`config.mk`:
```
export PLATFORM = sky130hd
export DESIGN_NAME = demux_1t3_buf
export DESIGN_NICKNAME = d
export VERILOG_FILES = /design/src/rtl/demux_1t3_buf.sv
export SDC_FILE = /design/constraint.sdc
export NUM_CORES = 1
export LEC_CHECK = 0
export CORE_ASPECT_RATIO = 0.9
export CORE_MARGIN = 10
export CORE_UTILIZATION = 25
export CTS_BUF_LIST = sky130_fd_sc_hd__clkbuf_4
export CTS_CLUSTER_DIAMETER = 150
export DETAILED_ROUTE_END_ITERATION = 12
export HOLD_SLACK_MARGIN = 0.02
export MAX_ROUTING_LAYER = met4
export PLACE_DENSITY = 0.54
export SYNTH_ARGS = -nofsm -noshare
export SYNTH_HDL_FRONTEND = slang
export SYNTH_SLANG_ARGS = --single-unit
```
`constraint.sdc`:
```
create_clock -name CLK -period 3.2 [get_ports CLK]
set_input_delay 0.64 -clock CLK [delete_from_list [all_inputs] [get_ports CLK]]
set_output_delay 0.64 -clock CLK [all_outputs]
set_load 0.01 [all_outputs]
```
`src/rtl/demux_1t3_buf.sv`:
```
// demux_1t3_buf: routes one input stream to one of three output ports chosen
// by SEL. Each output port has a single holding register (valid + data).
// A word with SEL=3 is dropped, pulses ERR for one cycle and bumps a
// saturating drop counter.
//
// Handshake: a transfer happens on a rising edge where VALID and READY are
// both 1. VALID never waits on READY, a held word stays stable until taken,
// and IN_READY is a function of SEL, the slot state and the sink's READY only
// (never of IN_VALID).
module demux_1t3_buf #(
  parameter int n = 32
) (
  input  logic         CLK,
  input  logic         RST,
  input  logic         IN_VALID,
  output logic         IN_READY,
  input  logic [1:0]   SEL,
  input  logic [n-1:0] D_IN,
  output logic         D0_VALID,
  input  logic         D0_READY,
  output logic [n-1:0] D0_OUT,
  output logic         D1_VALID,
  input  logic         D1_READY,
  output logic [n-1:0] D1_OUT,
  output logic         D2_VALID,
  input  logic         D2_READY,
  output logic [n-1:0] D2_OUT,
  output logic         ERR,
  output logic [7:0]   DROP_CNT
);

  logic [2:0]   vld_q;
  logic [n-1:0] data_q [3];
  logic [2:0]   rdy;
  logic [2:0]   wr;
  logic [2:0]   rd;
  logic         in_ready_c;
  logic         in_xfer;
  logic         bad_xfer;
  logic         err_q;
  logic [7:0]   drop_q;

  assign rdy = {D2_READY, D1_READY, D0_READY};

  // Slot for the addressed port is free, or is being drained this same edge.
  always_comb begin
    in_ready_c = 1'b1;
    case (SEL)
      2'd0:    in_ready_c = !vld_q[0] || rdy[0];
      2'd1:    in_ready_c = !vld_q[1] || rdy[1];
      2'd2:    in_ready_c = !vld_q[2] || rdy[2];
      default: in_ready_c = 1'b1;
    endcase
  end

  assign in_xfer  = IN_VALID && in_ready_c;
  assign bad_xfer = in_xfer && (SEL == 2'd3);

  // Per-port write strobe and drain strobe.
  always_comb begin
    wr = 3'b000;
    rd = 3'b000;
    for (int k = 0; k < 3; k++) begin
      wr[k] = in_xfer && (SEL == k[1:0]);
      rd[k] = vld_q[k] && rdy[k];
    end
  end

  // Holding registers: a write wins over a drain so a port sustains one word
  // per cycle; data is only reloaded on a write, so it holds otherwise.
  always_ff @(posedge CLK) begin
    if (RST) begin
      vld_q <= 3'b000;
      for (int k = 0; k < 3; k++) data_q[k] <= '0;
    end else begin
      for (int k = 0; k < 3; k++) begin
        if (wr[k]) begin
          vld_q[k]  <= 1'b1;
          data_q[k] <= D_IN;
        end else if (rd[k]) begin
          vld_q[k]  <= 1'b0;
        end
      end
    end
  end

  // Drop reporting: ERR mirrors the previous cycle's illegal transfer, the
  // counter sticks at 255 instead of wrapping.
  always_ff @(posedge CLK) begin
    if (RST) begin
      err_q  <= 1'b0;
      drop_q <= 8'd0;
    end else begin
      err_q <= bad_xfer;
      if (bad_xfer && (drop_q != 8'hFF)) drop_q <= drop_q + 8'd1;
    end
  end

  assign IN_READY = in_ready_c;
  assign D0_VALID = vld_q[0];
  assign D1_VALID = vld_q[1];
  assign D2_VALID = vld_q[2];
  assign D0_OUT   = data_q[0];
  assign D1_OUT   = data_q[1];
  assign D2_OUT   = data_q[2];
  assign ERR      = err_q;
  assign DROP_CNT = drop_q;

endmodule

```
==> key figures <==
Synth
  • Post-synthesis mux area share: 0.543%
  • Compound-gate portion of the synthesized area: 4.22%
  • Adder-cell share of the synthesized area: 0.319%
  • XOR/XNOR Fraction of Synth Area: 0%
  • Primary FF master, synth: edfxtp_1
  • Synth async-reset ratio: 0%
  • Synth Register Bits: 108
  • Top cells by area, synth: edfxtp_1 (74%), nor4b_1 (7.2%), dfxtp_1 (6.1%)
  • Synth Warn #: 0
  • Synth area leader: edfxtp_1
  • Syn avg cell area: 17.9 µm²
  • Mapped cell area: 3920 µm²
  • Simple-gate share of the synthesized area: 12.3%
  • Post-Syn Instances: 219
  • Synth top cells by count: edfxtp_1 (96), nor4b_1 (32), dfxtp_1 (12)
  • Largest family of logic cells by synthesized area: simple AND/OR/NAND/NOR gates
  • Syn nets: 260
  • Post-synthesis sequential area ratio: 79.7%
  • Number of synthesized flops with an enable pin: 96
  • Synth top area share: 73.6%
  • Distinct cells, synth: 32
  • Count leader, synth: edfxtp_1

Worst setup path
  • R2R depth: 4
  • Critical Path End Type: output pin
  • Startpoint types: primary input
  • Crit path max fanout: 2
  • Critical Path AT: 2240 ps
  • Setup CP Type: primary input to output pin
  • Required @ worst endpoint: 2560 ps

Route
  • Detail Route Antenna Nets: 0
  • First-iteration detailed-routing DRC count: 114
  • Total wire length: 11,200 µm
  • Total number of vias: 2,564
  • DRC Markers: 0
  • Via density: 4.41
  • WL/cell: 19.3 µm
  • Pre-antenna DRT Iters: 4

Floorplan
  • Ports: 149
  • Std cell rows: 43
  • Initial Util: 25.5%
  • Chip Height: 139 µm
  • Die area: 21,100 µm²
  • Core ar.: 15,400 µm²
  • Chip width: 152 µm

Timing
  • Worst-Margin Slew: 562 ps
  • Final Cycle Share: 89.9%
  • Setup repair after global routing missed its margin: false
  • Relative slew slack: 62.0%
  • Setup_tns: 0 ps
  • Final setup fails: 0
  • Fmax: 347 MHz
  • Final hold viol count: 0
  • Clk_skew: 20.4 ps
  • Post-route setup slack: 322 ps
  • Max Slew Vio Count: 0
  • Final Critical Period: 2880 ps

Outcome
  • Status: completed

Clock network
  • CTS Buf Count: 9
  • Cts repair resizes: 0
  • Setup bufs post-CTS: 0
  • Max clock buf depth: 2
  • CTS sink count: 108
  • Worst-skew pair later-pin latency: 490 ps
  • Level count of the clock H-tree: 3
  • Reg clk slew, reported paths: 150 ps
  • TritonCTS clock tree: built
  • Hold Buf Count CTS: 0
  • Root Driver: clkbuf_4

Pwr
  • Peak VDD IR: 304 µV
  • Flop pwr share: 60.7%
  • Switching share of power: 23.8%
  • Clock share of power: 26.4%
  • Switching power: 0.641 mW
  • Logic pwr share: 12.9%
  • Pwr dens: 463 nW/µm²
  • Pint: 2.06 mW
  • PnR Total Power: 2.70 mW
  • LEAKAGE: 1.97 nW

Finish
  • Area of the multi-input gates: 694 µm²
  • Filler cell count in the final layout: 1,475
  • Fraction of layout cells with a size suffix above 1: 8.95%
  • Synth-to-layout area growth: 48.7%
  • Finished Core Util: 37.8%
  • Reg area: 3120 µm²
  • Final antenna diode count: 0
  • Fin nets: 416

Placement
  • RePlAce Congestion: 0.743
  • Port bufs: 148
  • Hpwl dp: 8030 µm
  • Post-place setup slack: 319 ps

Worst hold path
  • Worst hold path cell count: 2
  • Hold Crit Class: flop to flop

GRT
  • First-pass GRT wire length: 16,900 µm
  • Gr usage total: 10.8%
  • Largest net degree at the start of global routing: 33
  • GRT overflow: 0
  • Antenna violations before repair: 0
  • Number of global-route vias before repair: 2,677

Run
  • Max Cap Viol: 0
-- logic make-up after synthesis --
family,after synthesis
AO/OA/AOI/OAI,22
adder cells (fa/ha/maj),1
buffers and inverters,20
flip-flops,108
multiplexers,2
AND/OR/NAND/NOR,66
-- layout make-up --
type,count,share of cell area (%)
well taps,202,4.34
inverters,5,0.322
clock buffers,9,1.16
multi-input cells,91,11.9
repair buffers,160,27.2
flip-flops and latches,108,53.6
clock inverters,7,1.40
-- cell usage in the layout (no fill, tap or decap), drive strengths merged --
| cell | instances |
|---|---|
| a211oi | 6 |
| a21oi | 7 |
| a31oi | 2 |
| a41o | 2 |
| a41oi | 2 |
| and2 | 2 |
| and3 | 2 |
| and4 | 2 |
| buf | 12 |
| bufinv | 1 |
| clkbuf | 9 |
| clkdlybuf4s50 | 148 |
| clkinv | 3 |
| dfxtp | 12 |
| edfxtp | 96 |
| ha | 1 |
| inv | 8 |
| mux2 | 1 |
| mux2i | 1 |
| nand2 | 3 |
| nand2b | 5 |
| nand3 | 5 |
| nand3b | 2 |
| nand4 | 2 |
| nor2 | 2 |
| nor2b | 2 |
| nor3 | 4 |
| nor4 | 2 |
| nor4b | 32 |
| o21a | 1 |
| o21bai | 1 |
| o31a | 1 |
| or3b | 1 |
-- through the flow --
stage | cell area (µm²) | cells | hold slack [ps]
after CTS | 5820 | 582 | 548
after floorplan | 3920 | 219 | 521
after detailed placement | 5670 | 566 | 522
final | 5820 | 582 | 544
after global placement | 5670 | 566 | 522
after global routing | 5820 | 582 | 579
-- final timing paths --
path,start,endpoint,slack [ps]
min,DROP_CNT[1]$_SDFFE_PP0P_,DROP_CNT[1]$_SDFFE_PP0P_,540
max reg2reg,vld_q[0]$_SDFFE_PP0P_,data_q[0][35]$_DFFE_PP_,1390
min reg2reg,DROP_CNT[1]$_SDFFE_PP0P_,DROP_CNT[1]$_SDFFE_PP0P_,540
max,SEL[0],IN_READY,320
-- power groups by stage --
stage / Combinational (mW) / Sequential (mW) / Clock (mW)
after floorplan: 0.0729 / 1.71 / 0
after global placement: 0.357 / 1.67 / 0
after detailed placement: 0.356 / 1.67 / 0
after CTS: 0.358 / 1.64 / 0.750
after global routing: 0.374 / 1.65 / 0.800
final: 0.348 / 1.64 / 0.712
-- per-layer routing --
metal / share of wire (%) / track usage, % / routed length, µm / vias up
met5: 0 / - / 0 / -
met4: 0.87 / 2.28 / 98 / 0
met3: 12 / 6.88 / 1330 / 10
met1: 42 / 12.1 / 4670 / 1250
li1: - / - / - / 1188
met2: 46 / 16.0 / 5130 / 116
-- state kept, by name, indices dropped and copies added (netlist names) --
register	cells
data_q	96
ERR	1
vld_q	3
DROP_CNT	8
-- worst max-delay path: stages --
cell and delay [ps]:
clkdlybuf4s50_1 440, or3b_4 420, a21oi_4 150, a31oi_1 60, clkdlybuf4s50_1 520
No activity file was read; power rests on OpenSTA's default activity.
